==> src/rtl/vga_sync_align.sv <==
// VGA output stage: re-times vsync onto hsync falling edges, builds the active-video
// window from line/pixel counters, blanks RGB outside it and drives DE.
module vga_sync_align #(
  parameter int VS_DELAY    = 1,
  parameter int H_ACT_START = 96,
  parameter int H_ACT_LEN   = 576,
  parameter int V_ACT_START = 16,
  parameter int V_ACT_LEN   = 448,
  parameter bit HS_INV      = 1'b0,
  parameter bit VS_INV      = 1'b0
) (
  input  logic       clk_sys,
  input  logic       reset,
  input  logic       ce_pix,
  input  logic       hs_in,
  input  logic       vs_in,
  input  logic [3:0] r_in,
  input  logic [3:0] g_in,
  input  logic [3:0] b_in,
  output logic       hs_out,
  output logic       vs_out,
  output logic [3:0] r_out,
  output logic [3:0] g_out,
  output logic [3:0] b_out,
  output logic       de,
  output logic [9:0] hlen
);

  generate
    if (VS_DELAY < 0 || VS_DELAY > 3) begin : g_bad_vs_delay
      $error("vga_sync_align: VS_DELAY must be in 0..3");
    end
  endgenerate

  // Clamped so the tap index stays legal while the elaboration error is reported.
  localparam int          TAP   = (VS_DELAY < 0) ? 0 : ((VS_DELAY > 3) ? 3 : VS_DELAY);
  localparam logic [10:0] H_BEG = 11'(H_ACT_START);
  localparam logic [10:0] H_END = 11'(H_ACT_START + H_ACT_LEN);
  localparam logic [10:0] V_BEG = 11'(V_ACT_START);
  localparam logic [10:0] V_END = 11'(V_ACT_START + V_ACT_LEN);

  logic        hs_d_q,     hs_d_d;
  logic [9:0]  hcnt_q,     hcnt_d;
  logic [9:0]  hlen_q,     hlen_d;
  logic [8:0]  vcnt_q,     vcnt_d;
  logic [3:0]  vs_sr_q,    vs_sr_d;
  logic [11:0] rgb_dly_q,  rgb_dly_d;
  logic [11:0] rgb_out_q,  rgb_out_d;
  logic        hs_out_q,   hs_out_d;
  logic        vs_out_q,   vs_out_d;
  logic        de_q,       de_d;

  logic ls;
  logic vs_al;
  logic h_act;
  logic v_act;

  assign ls    = hs_d_q & ~hs_in;
  assign vs_al = vs_sr_q[TAP];
  assign h_act = ({1'b0, hcnt_q} >= H_BEG) && ({1'b0, hcnt_q} < H_END);
  assign v_act = ({2'b0, vcnt_q} >= V_BEG) && ({2'b0, vcnt_q} < V_END);

  always_comb begin
    // NOTE: every next-state signal defaults to its hold value first, so no path infers a latch.
    hs_d_d    = hs_d_q;
    hcnt_d    = hcnt_q;
    hlen_d    = hlen_q;
    vcnt_d    = vcnt_q;
    vs_sr_d   = vs_sr_q;
    rgb_dly_d = rgb_dly_q;
    rgb_out_d = rgb_out_q;
    hs_out_d  = hs_out_q;
    vs_out_d  = vs_out_q;
    de_d      = de_q;

    if (ce_pix) begin
      hs_d_d    = hs_in;
      rgb_dly_d = {r_in, g_in, b_in};
      hs_out_d  = hs_d_q ^ HS_INV;
      vs_out_d  = vs_al ^ VS_INV;
      de_d      = h_act & v_act;
      rgb_out_d = (h_act & v_act) ? rgb_dly_q : 12'h000;

      if (ls) begin
        hcnt_d  = 10'd0;
        hlen_d  = hcnt_q + 10'd1;
        vs_sr_d = {vs_sr_q[2:0], vs_in};
        // A falling tap on this line start restarts the frame; it wins over the increment.
        if (vs_al && !vs_sr_d[TAP]) vcnt_d = 9'd0;
        else if (vcnt_q != 9'd511)  vcnt_d = vcnt_q + 9'd1;
      end else if (hcnt_q != 10'd1023) begin
        hcnt_d = hcnt_q + 10'd1;
      end
    end
  end

  always_ff @(posedge clk_sys or posedge reset) begin
    if (reset) begin
      hs_d_q    <= 1'b1;
      hcnt_q    <= 10'd0;
      hlen_q    <= 10'd0;
      vcnt_q    <= 9'd0;
      vs_sr_q   <= 4'hF;
      rgb_dly_q <= 12'h000;
      rgb_out_q <= 12'h000;
      hs_out_q  <= 1'b1 ^ HS_INV;
      vs_out_q  <= 1'b1 ^ VS_INV;
      de_q      <= 1'b0;
    end else begin
      // NOTE: non-blocking assignments so every register samples pre-edge values.
      hs_d_q    <= hs_d_d;
      hcnt_q    <= hcnt_d;
      hlen_q    <= hlen_d;
      vcnt_q    <= vcnt_d;
      vs_sr_q   <= vs_sr_d;
      rgb_dly_q <= rgb_dly_d;
      rgb_out_q <= rgb_out_d;
      hs_out_q  <= hs_out_d;
      vs_out_q  <= vs_out_d;
      de_q      <= de_d;
    end
  end

  assign hs_out = hs_out_q;
  assign vs_out = vs_out_q;
  assign de     = de_q;
  assign r_out  = rgb_out_q[11:8];
  assign g_out  = rgb_out_q[7:4];
  assign b_out  = rgb_out_q[3:0];
  assign hlen   = hlen_q;

endmodule

==> config.mk <==
export PLATFORM = sky130hd
export DESIGN_NAME = vga_sync_align
export DESIGN_NICKNAME = d
export VERILOG_FILES = /design/src/rtl/vga_sync_align.sv
export SDC_FILE = /design/constraint.sdc
export NUM_CORES = 1
export LEC_CHECK = 0
export ABC_AREA = 1
export ABC_CLOCK_PERIOD_IN_PS = 2900
export CORE_MARGIN = 4
export CORE_UTILIZATION = 58
export DETAILED_ROUTE_END_ITERATION = 7
export GPL_TIMING_DRIVEN = 0
export PLACE_DENSITY = 0.8
export SYNTH_ARGS = -nofsm -noshare
export SYNTH_HDL_FRONTEND = slang
export SYNTH_SLANG_ARGS = --single-unit
==> constraint.sdc <==
create_clock -name clk_sys -period 2.9 [get_ports clk_sys]
set_input_delay 0.29 -clock clk_sys [delete_from_list [all_inputs] [get_ports clk_sys]]
set_output_delay 0.29 -clock clk_sys [all_outputs]
set_load 0.05 [all_outputs]
==> results.cfg, run 1 <==
[run_status]
status = completed

[grt]
track_usage_pct = 21.9
grt_pass1_vias = 2318
globalRouteOverflowTotal = 0
grt_pass1_wl_microns = 10400
antenna_found_initial = 0
grt_max_degree = 34

[setup_path]
timing.rr.end = vcnt_q[4]
crit_fanout = 2
path_delay_family = buffers and inverters
worstReg2RegStart = vcnt_q[1]
path_buf_inv = 1
reg2reg_slack_ns = 1.16
max_stage_delay_ns = 0.80
crit_slowest_cell = clkdlybuf4s50_1
cp_data_arrival_time_ns = 1.67
reg2reg_depth = 10
critPathLaunchType = flop
critical_path_required_ns = 2.61
path_cells = clkdlybuf4s50_1
path_class = reg -> out
cp-end-kind = primary output

[sta]
grt_setup_unrepaired = false
post-route-min-period_ns = 1.96
slew-limit-headroom_pct = 60.8
setup_tns_ns = 0
worst_pin_slew_ns = 0.587
slew_viol_final = 0
fin_ws_ns = 0.938
fmaxAchievable_mhz = 510
hold_viol = 0
fin_crit_sh_pct = 67.6
finClkSkew_ns = 0.00597
setup_viol = 0

[floorplanning]
rows = 25
dieHeight_microns = 78.4
dieWidth_microns = 78.4
die-area_sq_mm = 0.00614
pin_count = 42
core_area_sq_mm = 0.00475
start_util_pct = 60.4

[power]
p_per_area_mw_per_mm2 = 613
p_total_w = 0.00217
power_leakage_nw = 1.79
pwr-share-comb_pct = 23.2
clkPwrFrac_pct = 28.9
p_int_w = 0.00142
vdd_drop_max_mv = 0.621
seqPwrFrac_pct = 47.9
p_sw_share_pct = 34.4
power_switching_w = 0.000745

[yosys]
seq_area_frac_synth_pct = 51.6
synth_compound_area_share_pct = 2.48
synth.top_cell.area_share_pct = 47.1
synth-xor-area-share_pct = 0.915
yosysWarnings = 0
synth.area.top_cells = dfrtp_1 47%, nand2_1 21%, dfstp_2 4.6%
yosys.area_share.simple_pct = 36.7
syn_area_sq_mm = 0.00287
yosysTopAreaCell = dfrtp_1
syn_inst = 348
synth_mux_area_share_pct = 0
synth_fa_ha_area_share_pct = 2.18
synth_top_family_by_area = simple AND/OR/NAND/NOR gates
synth-seq-cells = 59
ys.flop_type = dfrtp_1
synth-edff-count = 0
synthDistinctLibCells = 29
syn_avg_cell_area_sq_um = 8.25
yosys.cell_count.top_type = nand2_1
syn-num-nets = 370
netlist_top_cells_count = 160 x nand2_1, 54 x dfrtp_1, 24 x inv_1, 19 x nand3_1, 17 x nor2_1
async_reset_ff_share_pct = 100

[route]
drt_iter0_drc = 138
wl_met1_microns = 2650
post-route-drc-count = 0
via_per_inst = 5.05
vias = 2382
firstDrtPassIters = 4
ant_nets = 0
wl_microns = 5980
highest_layer = met4
dr_wl_met3_microns = 281
route.met2.wl_microns = 2870
wire_per_inst_microns = 12.7

[cells_and_area]
multi_input_area_sq_mm = 0.00121
seq_area_sq_mm = 0.00148
syn_to_final_growth_pct = 23.1
finalInstanceArea_sq_mm = 0.00354
fin_nets = 422
fillCellCount = 357
drive_above_1_share_pct = 15.1
antenna_cells = 0

[clock_tree]
clockBufferDepth = 2
postCtsSetupBuffers = 0
cts_tree = yes
clkSinkCount = 59
clk_pin_slew_ns = 0.07
post_cts_resized = 0
cts-hold-fix-buffers = 0
clk_latency_ns = 0.33
cts-buffers-inserted = 9
cts-root-buf = clkbuf_8
cts_max_level = 3

[min_path]
hp-start = ce_pix
hp-class = in -> reg
min_path_cells = 3
min_to = rgb_dly_q[9]

[flow_run]
maxCapViolations = 0

[placement]
post_dp_cell_area_sq_mm = 0.00338
dp_hpwl_microns = 4360
place.port_buffers = 40
globalplace.congestion = 0.841
dp_slack_ns = 1.19
[layer usage]
metal  track usage, %  vias up
met5                0        -
met4             11.2        0
met3             4.93       16
met2             35.4       60
met1             27.7     1125
li1                 -     1181
[power groups by stage]
stage	registers (W)	clock network, W	logic [W]
3_5_place_dp	0.00105	0	0.000504
4_1_cts	0.00104	0.000635	0.000507
3_3_place_gp	0.00105	0	0.000485
5_1_grt	0.00106	0.000676	0.000559
6_report	0.00104	0.000625	0.000502
2_1_floorplan	0.00114	0	0.000250
[state kept, by name (all words and copies together) (netlist names)]
register and flops:
hs_d_q 1, hlen 10, de 1, vs_sr_q 2, vcnt_q 9, rgb_dly_q 12
hcnt_q 10, hs_out 1, rgb_out_q 12, vs_out 1
[logic make-up after synthesis]
family	after synthesis
xor gates and xnor gates	3
AOI/OAI and AO/OA	14
adders and majority gates	5
and+or+nand+nor	229
DFF	59
buffers and inverters	38
[final cells by class]
class / count / share of cell area, %
multi-input cells: 251 / 34.4
clock buffers: 10 / 3.61
plain buffers: 10 / 1.95
well taps: 67 / 2.37
repair buffers: 41 / 11.9
clock inverters: 6 / 0.920
inverters: 28 / 2.97
flip-flops and latches: 59 / 41.9
[how the worst max path moves through the flow]
stage | cells after the start | slack [ns] | from | end
CTS | 1 | 0.92 | vs_out | vs_out
global route | 1 | 0.90 | hs_out | hs_out
finish | 1 | 0.94 | hs_out | hs_out
floorplan | 1 | 1.16 | reset | de
detailed placement | 10 | 1.19 | vcnt_q[1] | vcnt_q[4]
global placement | 2 | 0.10 | reset | vcnt_q[3]
[cells in the final DEF (no fill, tap or decap), types with 2 or more instances in the layout]
cell | Yosys | layout
nand2_2 | 4 | 4
nand2_4 | 2 | 2
o21ai_0 | 9 | 9
dfstp_2 | 5 | 5
nand2_1 | 160 | 160
nand3_2 | 11 | 11
nor2_4 | 2 | 2
nand3_1 | 19 | 19
o21ai_1 | 3 | 3
clkdlybuf4s50_1 | 0 | 40
xor2_1 | 3 | 3
nand4_1 | 4 | 4
inv_1 | 24 | 23
dfrtp_1 | 54 | 54
inv_2 | 4 | 5
nor2_1 | 17 | 17
buf_2 | 4 | 4
clkinv_2 | 0 | 5
clkbuf_1 | 2 | 3
buf_4 | 2 | 2
ha_1 | 5 | 5
clkbuf_8 | 0 | 9
nor2_2 | 5 | 5
[metrics by stage]
step	hold slack (ns)	util [%]	cells
5_1_grt	0.229	74.4	472
4_1_cts	0.223	74.4	472
3_5_place_dp	0.460	71.0	456
2_1_floorplan	0.406	-	348
3_3_place_gp	0.455	70.6	455
6_report	0.228	74.4	472
Power figures use the tool's default switching activity.
==> run 2, diff against run 1 <==
--- a/config.mk
+++ b/config.mk
@@ -6,12 +6,12 @@
 export NUM_CORES = 1
 export LEC_CHECK = 0
 export ABC_AREA = 1
-export ABC_CLOCK_PERIOD_IN_PS = 2900
+export ABC_CLOCK_PERIOD_IN_PS = 1900
 export CORE_MARGIN = 4
-export CORE_UTILIZATION = 58
+export CORE_UTILIZATION = 54
 export DETAILED_ROUTE_END_ITERATION = 7
 export GPL_TIMING_DRIVEN = 0
-export PLACE_DENSITY = 0.8
+export PLACE_DENSITY = 0.75
 export SYNTH_ARGS = -nofsm -noshare
 export SYNTH_HDL_FRONTEND = slang
 export SYNTH_SLANG_ARGS = --single-unit
==> constraint.sdc (replaced) <==
create_clock -name clk_sys -period 1.9 [get_ports clk_sys]
set_input_delay 0.19 -clock clk_sys [delete_from_list [all_inputs] [get_ports clk_sys]]
set_output_delay 0.19 -clock clk_sys [all_outputs]
set_load 0.05 [all_outputs]
==> results.cfg, run 2 (synthesized netlist as in run 1, its figures left out) <==
[placement]
place.port_buffers = 40
dp.cells = 459
globalplace.congestion = 0.800
dp_hpwl_microns = 4160
post_dp_cell_area_sq_mm = 0.00338

[cells_and_area]
syn_to_final_growth_pct = 26.1
drive_above_1_share_pct = 15.1
finalInstanceArea_sq_mm = 0.00362
fillCellCount = 423
final_cell_mix = 160 x nand2_1, 54 x dfrtp_1, 40 x clkdlybuf4s50_1
largest_registers = rgb_dly_q (12), rgb_out_q (12)
fin_nets = 422
antenna_cells = 0
layout_commonest_cell = nand2_1
final_util_pct = 70.4
final_cell_count_no_fill = 475

[clock_tree]
postCtsSetupBuffers = 0
clkSinkCount = 59
cts-hold-fix-buffers = 0
post_cts_resized = 0
cts-root-buf = clkbuf_8
clk_latency_ns = 0.33
cts_tree = yes
clk_pin_slew_ns = 0.07
cts_max_level = 3
cts-buffers-inserted = 9
clockBufferDepth = 2

[setup_path]
crit_slowest_cell = clkdlybuf4s50_1
max_stage_delay_ns = 0.81
worstReg2RegStart = vcnt_q[1]
path_class = reg -> out
reg2reg_depth = 10
path_cells = clkdlybuf4s50_1
timing.rr.end = vcnt_q[4]
reg2reg_slack_ns = 0.21
cp_data_arrival_time_ns = 1.68
path_buf_inv = 1
crit_fanout = 2
critPathLaunchType = flop
critical_path_required_ns = 1.71
cp-end-kind = primary output
path_delay_family = buffers and inverters

[route]
wire_per_inst_microns = 12.6
firstDrtPassIters = 4
post-route-drc-count = 0
via_per_inst = 4.96
wl_microns = 5990
ant_nets = 0
drt_iter0_drc = 89
vias = 2356

[power]
p_total_w = 0.00376
pwr-share-comb_pct = 20.4
clkPwrFrac_pct = 37.3
seqPwrFrac_pct = 42.3
power_switching_w = 0.00115
power_leakage_nw = 1.83
p_sw_share_pct = 30.6
p_int_w = 0.00261
vdd_drop_max_mv = 0.933
p_per_area_mw_per_mm2 = 1040

[grt]
track_usage_pct = 21.1
grt_pass1_vias = 2334
globalRouteOverflowTotal = 0
grt_max_degree = 41
grt_pass1_wl_microns = 10600
antenna_found_initial = 0

[floorplanning]
dieHeight_microns = 80.9
pin_count = 42
core_area_sq_mm = 0.00514
die-area_sq_mm = 0.00655
rows = 26
dieWidth_microns = 80.9
start_util_pct = 55.9

[sta]
finClkSkew_ns = 0.00412
setup_tns_ns = 0
fin_crit_sh_pct = 98.5
fmaxAchievable_mhz = 535
post-route-min-period_ns = 1.87
slew-limit-headroom_pct = 65.6
setup_viol = 0
hold_viol = 0
grt_setup_unrepaired = false
slew_viol_final = 0
worst_pin_slew_ns = 0.515

[min_path]
min_path_cells = 3
min_to = rgb_dly_q[8]
hp-class = in -> reg
hp-start = ce_pix

[run_status]
status = completed

[flow_run]
maxCapViolations = 0
run 2: cell count changes in the layout (fill, tap and decap cells not counted):
cell        delta
clkinvlp_4     -1
clkbuf_8       +1
clkinv_2       -3
bufinv_16      +3
run 2: worst max path at each step:
stage                    from         to  slack (ns)  cells after the start
floorplan               reset         de        0.26                      1
global placement        reset         de       -0.82                      2
detailed placement  vcnt_q[1]  vcnt_q[4]        0.23                     10
CTS                    vs_out     vs_out        0.02                      1
global route           vs_out     vs_out       0.008                      1
finish                 vs_out     vs_out        0.03                      1
run 2: area by class of cell:
cell class              instances  area, sq um  share of cell area, %
inverters                      28          105                   2.90
well taps                      70         87.6                   2.42
clock inverters                 5          100                   2.76
clock buffers                  11          141                   3.90
plain buffers                  10         68.8                   1.90
flip-flops and latches         59         1480                   40.9
repair buffers                 41          420                   11.6
multi-input cells             251         1210                   33.6
run 2: power by group through the flow:
stage	Sequential [W]	Combinational (W)	Clock (W)
after detailed placement	0.00161	0.000768	0
after global placement	0.00160	0.000752	0
after floorplan	0.00174	0.000381	0
final	0.00159	0.000767	0.00140
after CTS	0.00159	0.000778	0.00143
after global routing	0.00162	0.000851	0.00148
run 2: metal layers:
metal,global-route usage (%),vias to the layer above,share of wire (%)
met3,5.76,10,4.3
met2,32.7,42,46
met4,8.95,0,1.9
met1,28.0,1123,47
li1,-,1181,-
met5,0,-,0
run 2: stage by stage:
stage | setup slack [ns] | hold WS, ns
after floorplan | 0.262 | 0.306
after global placement | -0.819 | 0.455
after detailed placement | 0.230 | 0.459
after CTS | 0.0242 | 0.118
after global routing | 0.00787 | 0.116
final | 0.0294 | 0.122
==> run 3, diff against run 2 <==
--- a/config.mk
+++ b/config.mk
@@ -6,7 +6,7 @@
 export NUM_CORES = 1
 export LEC_CHECK = 0
 export ABC_AREA = 1
-export ABC_CLOCK_PERIOD_IN_PS = 1900
+export ABC_CLOCK_PERIOD_IN_PS = 2000
 export CORE_MARGIN = 4
 export CORE_UTILIZATION = 54
 export DETAILED_ROUTE_END_ITERATION = 7
==> constraint.sdc (replaced) <==
create_clock -name clk_sys -period 2 [get_ports clk_sys]
set_input_delay 0.2 -clock clk_sys [delete_from_list [all_inputs] [get_ports clk_sys]]
set_output_delay 0.2 -clock clk_sys [all_outputs]
set_load 0.05 [all_outputs]
==> results of run 3 <==
The final DEF is identical to that of run 2. Status: completed.
Among the figures that moved: setup slack after placement 0.230 ns -> 0.330 ns; setup slack after layout 0.0294 ns -> 0.119 ns; hold slack 0.122 ns -> 0.132 ns; register-to-register setup slack 0.21 ns -> 0.31 ns; total power 0.00376 W -> 0.00357 W; worst IR drop on VDD 0.933 mV -> 0.887 mV
